File: config.mk
export PLATFORM = sky130hd
export DESIGN_NAME = otter_fetch_queue
export DESIGN_NICKNAME = d
export VERILOG_FILES = /design/src/rtl/otter_fetch_queue.sv
export SDC_FILE = /design/constraint.sdc
export NUM_CORES = 1
export LEC_CHECK = 0
export CAP_MARGIN = 20
export CELL_PAD_IN_SITES_DETAIL_PLACEMENT = 1
export CELL_PAD_IN_SITES_GLOBAL_PLACEMENT = 1
export CORE_MARGIN = 1
export CORE_UTILIZATION = 34
export CTS_CLUSTER_DIAMETER = 120
export DETAILED_ROUTE_END_ITERATION = 12
export DONT_BUFFER_PORTS = 1
export PLACE_DENSITY = 0.61
export SLEW_MARGIN = 5
export SYNTH_ARGS = -nofsm -noshare
export SYNTH_HDL_FRONTEND = slang
export SYNTH_SLANG_ARGS = --single-unit
File: constraint.sdc
create_clock -name CLK -period 8.7 [get_ports CLK]
set_input_delay 2.175 -clock CLK [delete_from_list [all_inputs] [get_ports CLK]]
set_output_delay 2.175 -clock CLK [all_outputs]
set_load 0.01 [all_outputs]
File: src/rtl/otter_fetch_queue.sv
// OTTER instruction fetch stage: owns the fetch PC, issues reads to memory port 1,
// and buffers returned words with their PCs in a small prefetch ring for decode.
module otter_fetch_queue #(
    parameter int          DEPTH     = 4,
    parameter logic [31:0] RESET_VEC = 32'h0000_0000
) (
    input  logic                   CLK,
    input  logic                   RESET_N,
    output logic [31:0]            IMEM_ADDR,
    output logic                   IMEM_RD,
    input  logic [31:0]            IMEM_DOUT,
    input  logic                   REDIRECT,
    input  logic [31:0]            REDIRECT_PC,
    input  logic                   ID_READY,
    output logic                   ID_VALID,
    output logic [31:0]            ID_IR,
    output logic [31:0]            ID_PC,
    output logic [$clog2(DEPTH):0] Q_COUNT
);
    localparam int AW = $clog2(DEPTH);
    localparam int CW = AW + 1;
    localparam logic [CW-1:0] DEPTH_C = CW'(DEPTH);

    logic [31:0]   fetch_pc_reg, fetch_pc_next;
    logic          inflight_reg, inflight_next;
    logic [31:0]   inflight_pc_reg, inflight_pc_next;
    logic [AW-1:0] wr_ptr_reg, wr_ptr_next;
    logic [AW-1:0] rd_ptr_reg, rd_ptr_next;
    logic [CW-1:0] count_reg, count_next;

    logic [31:0]   ir_vec [DEPTH];
    logic [31:0]   pc_vec [DEPTH];

    logic          issue;
    logic          enq;
    logic          deq;
    logic [CW-1:0] occupancy;

    // The outstanding read reserves a slot, so a full ring can never be overrun.
    assign occupancy = count_reg + CW'(inflight_reg);
    assign issue     = RESET_N && !REDIRECT && (occupancy < DEPTH_C);
    assign enq       = inflight_reg && !REDIRECT;
    assign ID_VALID  = RESET_N && !REDIRECT && (count_reg != '0);
    assign deq       = ID_VALID && ID_READY;

    assign IMEM_ADDR = fetch_pc_reg;
    assign IMEM_RD   = issue;
    assign ID_IR     = ir_vec[rd_ptr_reg];
    assign ID_PC     = pc_vec[rd_ptr_reg];
    assign Q_COUNT   = count_reg;

    always_comb begin
        fetch_pc_next    = fetch_pc_reg;
        inflight_next    = issue;
        inflight_pc_next = inflight_pc_reg;
        wr_ptr_next      = wr_ptr_reg;
        rd_ptr_next      = rd_ptr_reg;
        count_next       = count_reg;
        if (REDIRECT) begin
            // Everything younger than the redirecting instruction is discarded.
            fetch_pc_next = {REDIRECT_PC[31:2], 2'b00};
            wr_ptr_next   = '0;
            rd_ptr_next   = '0;
            count_next    = '0;
        end else begin
            if (issue) begin
                fetch_pc_next    = fetch_pc_reg + 32'd4;
                inflight_pc_next = fetch_pc_reg;
            end
            if (enq) begin
                wr_ptr_next = wr_ptr_reg + AW'(1);
            end
            if (deq) begin
                rd_ptr_next = rd_ptr_reg + AW'(1);
            end
            count_next = count_reg + CW'(enq) - CW'(deq);
        end
    end

    always_ff @(posedge CLK) begin
        if (!RESET_N) begin
            fetch_pc_reg    <= RESET_VEC;
            inflight_reg    <= 1'b0;
            inflight_pc_reg <= RESET_VEC;
            wr_ptr_reg      <= '0;
            rd_ptr_reg      <= '0;
            count_reg       <= '0;
        end else begin
            fetch_pc_reg    <= fetch_pc_next;
            inflight_reg    <= inflight_next;
            inflight_pc_reg <= inflight_pc_next;
            wr_ptr_reg      <= wr_ptr_next;
            rd_ptr_reg      <= rd_ptr_next;
            count_reg       <= count_next;
        end
    end

    // Ring storage; entries need no reset since count gates visibility.
    for (genvar gi = 0; gi < DEPTH; gi++) begin : g_entry
        logic [31:0] ir_reg;
        logic [31:0] pc_reg;

        always_ff @(posedge CLK) begin
            if (enq && (wr_ptr_reg == AW'(gi))) begin
                ir_reg <= IMEM_DOUT;
                pc_reg <= inflight_pc_reg;
            end
        end

        assign ir_vec[gi] = ir_reg;
        assign pc_vec[gi] = pc_reg;
    end

    count_in_range: assert property (@(posedge CLK) disable iff (!RESET_N) count_reg <= DEPTH_C);

endmodule

==> metrics.yaml, run 1 <==
status:
  status: "finished, final reports clean"
worst_setup_path:
  setup.worst_path.end_class: "output port"
  reg2regPathDepth: 10
  crit_arrival_ps: 2810
  regToRegSetupSlack_ps: 5970
  timing.rr.start: "Q_COUNT[2]"
  cp.required_ps: 6530
  critical_path_class: "in -> out"
  cp-start-kind: "input pin"
  worst-path-max-fanout: 24
  r2r_end: "Q_COUNT[2]"
detailed_routing:
  wl_met3_um: 2000
  ant_nets: 0
  dr_wl_met2_um: 13300
  drt_iter0_drc: 265
  highest_layer: "met4"
  route.detailed.drc: 0
  viasPerCell: 5.22
  wl_um: 28100
  wl_per_cell_um: 23.3
  num_vias: 6290
  firstDrtPassIters: 4
  wl_met1_um: 12200
synth:
  yosysTopAreaCellShare: 0.612
  synthesis.area_mm2: 0.0122
  synth_area_leaders: "edfxtp_1 61%, mux4_2 11%, dfxtp_1 11%, nand2_1 2.5%, a21oi_1 2.2%"
  postSynthAreaPerCell_um2: 16.8
  synth_warnings: 0
  synth-edff-count: 248
  synth_top_area_cell: "edfxtp_1"
  synth-async-reset-ratio: 0
  synth-seq-cells: 316
  postSynthCellCount: 725
  ys_types: 51
  synthFlopType: "edfxtp_1"
  ys_seq_area_frac: 0.724
global_routing:
  grt_pass1_wl_um: 42600
  groute.usage.overall: 0.156
  antenna_found_initial: 0
  grt-ovfl-total: 0
  grt_max_degree: 64
  first_global_vias: 6922
timing:
  setup_viol: 0
  hold_slack_ps: 498
  relSlewSlack: 0.284
  period_share: 0.573
  finalWorstSetupSlack_ps: 3710
  final_hold_viol_count: 0
  tightest_slew_ps: 1070
  slew_viol_final: 0
  grt_setup_unrepaired: "false"
  timing.fmax_ghz: 0.201
  finalSetupTns_ps: 0
  skew_ps: 12.1
  final.min_clock_period_ps: 4990
cts:
  clkTransAtPathRegs_ps: 60
  clockBufferDepth: 3
  tritoncts: "built"
  cts_made_buffers: 35
  ctsResizeCount: 0
  postCtsHoldBufs: 0
  post_cts_buffers: 0
  h-tree-depth: 2
  clk_latency_ps: 510
  cts_sinks: 316
  cts_root_buf: "clkbuf_16"
min_path:
  hp-class: "reg -> reg"
  hold_start: "inflight_pc_reg[7]"
  min_path_cells: 2
  holdPathEnd: "inflight_pc_reg[7]"
layout:
  final_cells: 1206
  final_net_count: 802
  final_cell_mix: "248 x edfxtp_1, 82 x nand2_1, 66 x dfxtp_1, 62 x mux4_2, 53 x a21oi_1"
  seqCellArea_mm2: 0.00882
  area_growth_pct: 13.0
  post-route-util: 0.394
  largest_reg_flops: 128
  fill_cells: 3442
  diodes: 0
  layout_commonest_cell: "edfxtp_1"
  multiInputGateArea_mm2: 0.00313
  final_area_mm2: 0.0137
  layout-drive-gt1-share: 0.177
power_and_ir_drop:
  power_density_mw_per_mm2: 232
  irDropWorstVdd_mv: 0.118
  power_mw: 3.19
  p_leak_nw: 4.38
place:
  pre_cts_slack_ps: 3720
  gp_congestion: 0.829
  hpwl_um: 17000
  port_buffers: 0
  dp.cells: 1143
  post_dp_cell_area_mm2: 0.0126
floorplanning:
  io_pins: 169
  num_rows: 68
  dieArea_mm2: 0.0365
  die_h_um: 191
  die_w_um: 191
  start_util: 0.349
  fp.coreArea_mm2: 0.0349
job:
  drv_cap: 0
layer usage:
metal,vias to the layer above,GRT usage
li1,2817,-
met5,-,0
met4,0,0.0443
met1,3247,0.201
met2,178,0.252
met3,48,0.0479
report_power, final:
part | switching [mW] | leakage, nW | internal, mW
Sequential | 0.0343 | 2.99 | 1.65
Clock | 0.582 | 0.541 | 0.852
Combinational | 0.0444 | 0.852 | 0.0271
Total | 0.661 | 4.38 | 2.53
critical path, stage by stage:
cell	delay, ps
nor3b_1	340
mux2i_4	110
inv_1	180
cells by family after synthesis:
family | synth area share
mux | 0.116
buf+inv | 0.0211
xor+xnor | 0.0187
flops | 0.724
compound gates | 0.0430
fa+ha+maj | 0.00885
simple gates | 0.0674
other cells | 0.000308
cells in the mapped netlist (4+ instances only):
library cell	number
a21oi_1	53
and2_1	6
and3_1	7
buf_2	13
buf_4	4
clkbuf_1	25
dfxtp_1	68
edfxtp_1	248
ha_1	7
inv_1	12
mux4_2	62
nand2_1	82
nand3_1	16
nor2_1	13
nor3_1	6
nor4_1	10
o21ai_0	14
o311ai_0	4
xnor2_1	22
xor2_1	4
cell type report:
class                           count  area share
Sequential cell                   316       0.641
Multi-Input combinational cell    354       0.228
Clock buffer                       45      0.0710
Tap cell                          455      0.0414
Clock inverter                     17      0.0101
Timing Repair Buffer                6     0.00473
Inverter                           13     0.00355
worst max-delay path by stage:
stage	startpoint	to	slack [ps]	cells past startpoint
floorplan	REDIRECT	IMEM_RD	3320	5
global placement	REDIRECT	IMEM_RD	3760	3
detailed placement	REDIRECT	IMEM_RD	3720	3
CTS	rd_ptr_reg[0]	ID_PC[7]	3660	2
global route	rd_ptr_reg[0]	ID_PC[7]	3530	2
finish	REDIRECT	IMEM_RD	3710	3
Note: power is estimated with default switching activity, not from simulation.
==> inputs of run 2 (changes only) <==
==> constraint.sdc (replaced) <==
create_clock -name CLK -period 5.03 [get_ports CLK]
set_input_delay 1.2575 -clock CLK [delete_from_list [all_inputs] [get_ports CLK]]
set_output_delay 1.2575 -clock CLK [all_outputs]
set_load 0.01 [all_outputs]
==> metrics.yaml, run 2 (synthesized netlist as in run 1, its figures left out) <==
timing:
  timing.fmax_ghz: 0.280
  tightest_slew_ps: 1050
  relSlewSlack: 0.301
  finalSetupTns_ps: 0
  setup_viol: 0
  period_share: 0.711
  final.min_clock_period_ps: 3580
  hold_slack_ps: 502
  skew_ps: 11.1
  final_hold_viol_count: 0
  grt_setup_unrepaired: "false"
  slew_viol_final: 0
worst_setup_path:
  reg2regPathDepth: 10
  setup.worst_path.end_class: "output port"
  regToRegSetupSlack_ps: 2370
  crit_arrival_ps: 2320
  r2r_end: "Q_COUNT[2]"
  cpPeakStageDelay_ps: 780
  cp-startpoint: "rd_ptr_reg[0]"
  cp.depth: 2
  worst-path-max-fanout: 33
  cp-start-kind: "flip-flop"
  critical_path_class: "reg -> out"
  cp_num_buf_inv: 1
  endpoint: "ID_PC[3]"
  timing.rr.start: "Q_COUNT[2]"
  path_delay_family: "flip-flops"
  cp.required_ps: 3770
  slowest_stage: "dfxtp_4"
  path_cells: "buf_12, mux4_2"
global_routing:
  grt_pass1_wl_um: 42900
  groute.usage.overall: 0.157
  first_global_vias: 7055
  antenna_found_initial: 0
  grt_max_degree: 64
  grt-ovfl-total: 0
floorplanning:
  num_rows: 68
  dieArea_mm2: 0.0365
  start_util: 0.349
  die_w_um: 191
  fp.coreArea_mm2: 0.0349
  die_h_um: 191
  io_pins: 169
place:
  port_buffers: 0
  gp_congestion: 0.814
  hpwl_um: 17000
  post_dp_cell_area_mm2: 0.0126
detailed_routing:
  route.detailed.drc: 0
  ant_nets: 0
  num_vias: 6356
  firstDrtPassIters: 5
  viasPerCell: 5.27
  wl_per_cell_um: 23.3
  wl_um: 28100
  drt_iter0_drc: 283
cts:
  cts_root_buf: "clkbuf_16"
  tritoncts: "built"
  clk_latency_ps: 510
  h-tree-depth: 2
  cts_made_buffers: 35
  post_cts_buffers: 0
  cts_sinks: 316
  clkTransAtPathRegs_ps: 60
  postCtsHoldBufs: 0
  ctsResizeCount: 0
  clockBufferDepth: 3
power_and_ir_drop:
  power_mw: 5.58
  p_leak_nw: 4.40
  irDropWorstVdd_mv: 0.215
  power_density_mw_per_mm2: 405
layout:
  largest_reg_flops: 128
  diodes: 0
  final_net_count: 802
  final_cell_mix: "248 x edfxtp_1, 82 x nand2_1, 66 x dfxtp_1, 62 x mux4_2, 53 x a21oi_1"
  fill_cells: 3463
  area_growth_pct: 13.3
  layout_commonest_cell: "edfxtp_1"
  layout-drive-gt1-share: 0.177
  post-route-util: 0.395
  final_area_mm2: 0.0138
min_path:
  hp-class: "reg -> reg"
status:
  status: "finished, final reports clean"
job:
  drv_cap: 0
[run 2: changes by cell type in the layout (fill, tap and decap cells not counted), moves of 2 or more]
cell and change:
clkbuf_8 -2, clkinv_2 +3, clkbuf_1 +3, bufinv_16 +2
clkinv_1 -3, clkinvlp_4 -2
[run 2: area by class of cell]
class | instances | area [µm²] | area share
inverters | 13 | 48.8 | 0.00354
flip-flops and latches | 316 | 8820 | 0.640
well taps | 455 | 569 | 0.0413
multi-input cells | 354 | 3130 | 0.227
clock inverters | 16 | 179 | 0.0130
clock buffers | 46 | 960 | 0.0696
repair buffers | 6 | 77.6 | 0.00563
[run 2: where the power goes]
group / switching (mW) / internal [mW] / leakage [nW]
Sequential: 0.0591 / 2.85 / 2.99
Clock: 0.995 / 1.55 / 0.561
Combinational: 0.0780 / 0.0469 / 0.854
Total: 1.13 / 4.44 / 4.40
[run 2: routing by layer]
metal  GRT usage  wire [µm]
met1       0.203      12300
met2       0.254      13400
met3      0.0444       1910
met4      0.0476        488
met5           0          0
[run 2: worst min path at each step]
stage	start	depth (start not counted)	slack (ps)	end
after floorplan	inflight_pc_reg[10]	0	460	g_entry[0].pc_reg[10]
after global placement	inflight_pc_reg[3]	0	480	g_entry[2].pc_reg[3]
after detailed placement	inflight_pc_reg[22]	0	500	g_entry[0].pc_reg[22]
after CTS	inflight_pc_reg[29]	2	510	inflight_pc_reg[29]
after global routing	inflight_pc_reg[22]	0	520	g_entry[0].pc_reg[22]
final	inflight_pc_reg[29]	2	500	inflight_pc_reg[29]
[run 2: worst min-delay path, stage by stage (launching register included)]
cell	delay, ps
dfxtp_1	340
nand2_1	60
a21oi_1	50
[run 2: through the flow]
stage	worst slack, ps	instances
3_3_place_gp	1520	1143
5_1_grt	1250	1206
4_1_cts	1310	1205
2_1_floorplan	1460	728
6_report	1450	1206
3_5_place_dp	1450	1143
==> inputs of run 3 (changes only) <==
--- a/config.mk
+++ b/config.mk
@@ -13,7 +13,7 @@
 export CTS_CLUSTER_DIAMETER = 120
 export DETAILED_ROUTE_END_ITERATION = 12
 export DONT_BUFFER_PORTS = 1
-export PLACE_DENSITY = 0.61
+export PLACE_DENSITY = 0.63
 export SLEW_MARGIN = 5
 export SYNTH_ARGS = -nofsm -noshare
 export SYNTH_HDL_FRONTEND = slang
==> constraint.sdc (replaced) <==
create_clock -name CLK -period 3.2 [get_ports CLK]
set_input_delay 0.8 -clock CLK [delete_from_list [all_inputs] [get_ports CLK]]
set_output_delay 0.8 -clock CLK [all_outputs]
set_load 0.01 [all_outputs]
==> metrics.yaml, run 3 (synthesized netlist as in run 1, its figures left out) <==
status:
  status: "finished, final reports clean"
power_and_ir_drop:
  p_seq_frac: 0.502
  p_sw_mw: 1.82
  power_density_mw_per_mm2: 644
  p_leak_nw: 4.56
  irDropWorstVdd_mv: 0.307
  power.share.combinational: 0.023
  power_frac_clock: 0.475
  switching_share: 0.201
  intPower_mw: 7.26
  power_mw: 9.09
cts:
  post_cts_buffers: 0
  clockBufferDepth: 3
  cts_made_buffers: 36
  cts_sinks: 316
  ctsResizeCount: 0
  cts_root_buf: "clkbuf_16"
  postCtsHoldBufs: 0
  clk_latency_ps: 510
  tritoncts: "built"
  h-tree-depth: 2
  clkTransAtPathRegs_ps: 60
detailed_routing:
  drt_iter0_drc: 392
  wl_um: 28000
  num_vias: 6273
  route.detailed.drc: 0
  viasPerCell: 5.10
  wl_per_cell_um: 22.7
  firstDrtPassIters: 4
  ant_nets: 0
worst_setup_path:
  cp-start-kind: "flip-flop"
  cp.required_ps: 2400
  reg2regPathDepth: 10
  slowest_stage: "dfxtp_4"
  cpPeakStageDelay_ps: 640
  crit_arrival_ps: 1890
  cp_num_buf_inv: 1
  path_delay_family: "flip-flops"
  worst-path-max-fanout: 24
  path_cells: "buf_4, mux4_2"
  setup.worst_path.end_class: "output port"
  critical_path_class: "reg -> out"
  cp.depth: 2
min_path:
  hp-class: "in -> reg"
  min_path_cells: 0
timing:
  tightest_slew_ps: 590
  relSlewSlack: 0.606
  hold_slack_ps: 378
  period_share: 0.842
  final.min_clock_period_ps: 2690
  setup_viol: 0
  timing.fmax_ghz: 0.371
  finalSetupTns_ps: 0
  skew_ps: 13.8
  grt_setup_unrepaired: "false"
  slew_viol_final: 0
  final_hold_viol_count: 0
layout:
  layout-drive-gt1-share: 0.210
  final_area_mm2: 0.0141
  layout_commonest_cell: "edfxtp_1"
  fill_cells: 3442
  final_net_count: 826
  area_growth_pct: 16.0
  final_cell_mix: "248 x edfxtp_1, 82 x nand2_1, 66 x dfxtp_1, 62 x mux4_2, 53 x a21oi_1"
  diodes: 0
  largest_reg_flops: 128
floorplanning:
  io_pins: 169
  num_rows: 68
  fp.coreArea_mm2: 0.0349
  die_w_um: 191
  die_h_um: 191
  start_util: 0.349
  dieArea_mm2: 0.0365
job:
  drv_cap: 0
place:
  gp_congestion: 0.707
  port_buffers: 0
  hpwl_um: 18000
  post_dp_cell_area_mm2: 0.0129
global_routing:
  antenna_found_initial: 0
  grt-ovfl-total: 0
  first_global_vias: 6848
  grt_max_degree: 46
  groute.usage.overall: 0.157
  grt_pass1_wl_um: 42800
[run 3: per-layer routing]
| layer | track usage | up-vias | part of all wire |
|---|---|---|---|
| li1 | - | 2862 | - |
| met5 | 0 | - | 0 |
| met2 | 0.249 | 171 | 0.46 |
| met4 | 0.0406 | 0 | 0.017 |
| met1 | 0.201 | 3207 | 0.43 |
| met3 | 0.0617 | 33 | 0.089 |
[run 3: power by group through the flow]
stage / Combinational [mW] / Sequential, mW / Clock, mW
5_1_grt: 0.234 / 4.57 / 4.60
2_1_floorplan: 0.156 / 4.62 / 0
6_report: 0.211 / 4.56 / 4.32
3_5_place_dp: 0.215 / 4.65 / 0
3_3_place_gp: 0.211 / 4.64 / 0
4_1_cts: 0.216 / 4.56 / 4.44
[run 3: path summary, 6_finish.rpt]
kind,start,end,slack (ps)
min reg2reg,inflight_pc_reg[20],inflight_pc_reg[20],500
max reg2reg,Q_COUNT[2],Q_COUNT[2],780
min,IMEM_DOUT[29],g_entry[3].ir_reg[29],380
max,rd_ptr_reg[1],ID_PC[20],510
[run 3: through the flow]
step,setup WS [ps],std cells,utilization
final,506,1231,0.404
after global routing,399,1231,0.404
after CTS,419,1231,0.404
after detailed placement,566,1167,0.369
after global placement,610,1167,0.369
after floorplan,87.7,728,-
[run 3: final cells by class]
| cell class | instances | area (µm²) | share of cell area |
|---|---|---|---|
| tap | 455 | 569 | 0.0403 |
| clock inverter | 21 | 293 | 0.0208 |
| sequential | 316 | 8820 | 0.625 |
| timing repair buffer | 29 | 293 | 0.0208 |
| clock buffer | 43 | 958 | 0.0679 |
| inverter | 13 | 48.8 | 0.00346 |
| multi-input combinational | 354 | 3130 | 0.222 |
[run 3: worst reg2reg max path, delay by kind of cell, from the launching register on]
kind | cells | cell delay [ps]
XOR/XNOR | 2 | 300
adder cells (fa/ha/maj) | 3 | 800
buffers and inverters | 2 | 110
flip-flops | 1 | 540
AND/OR/NAND/NOR | 3 | 560
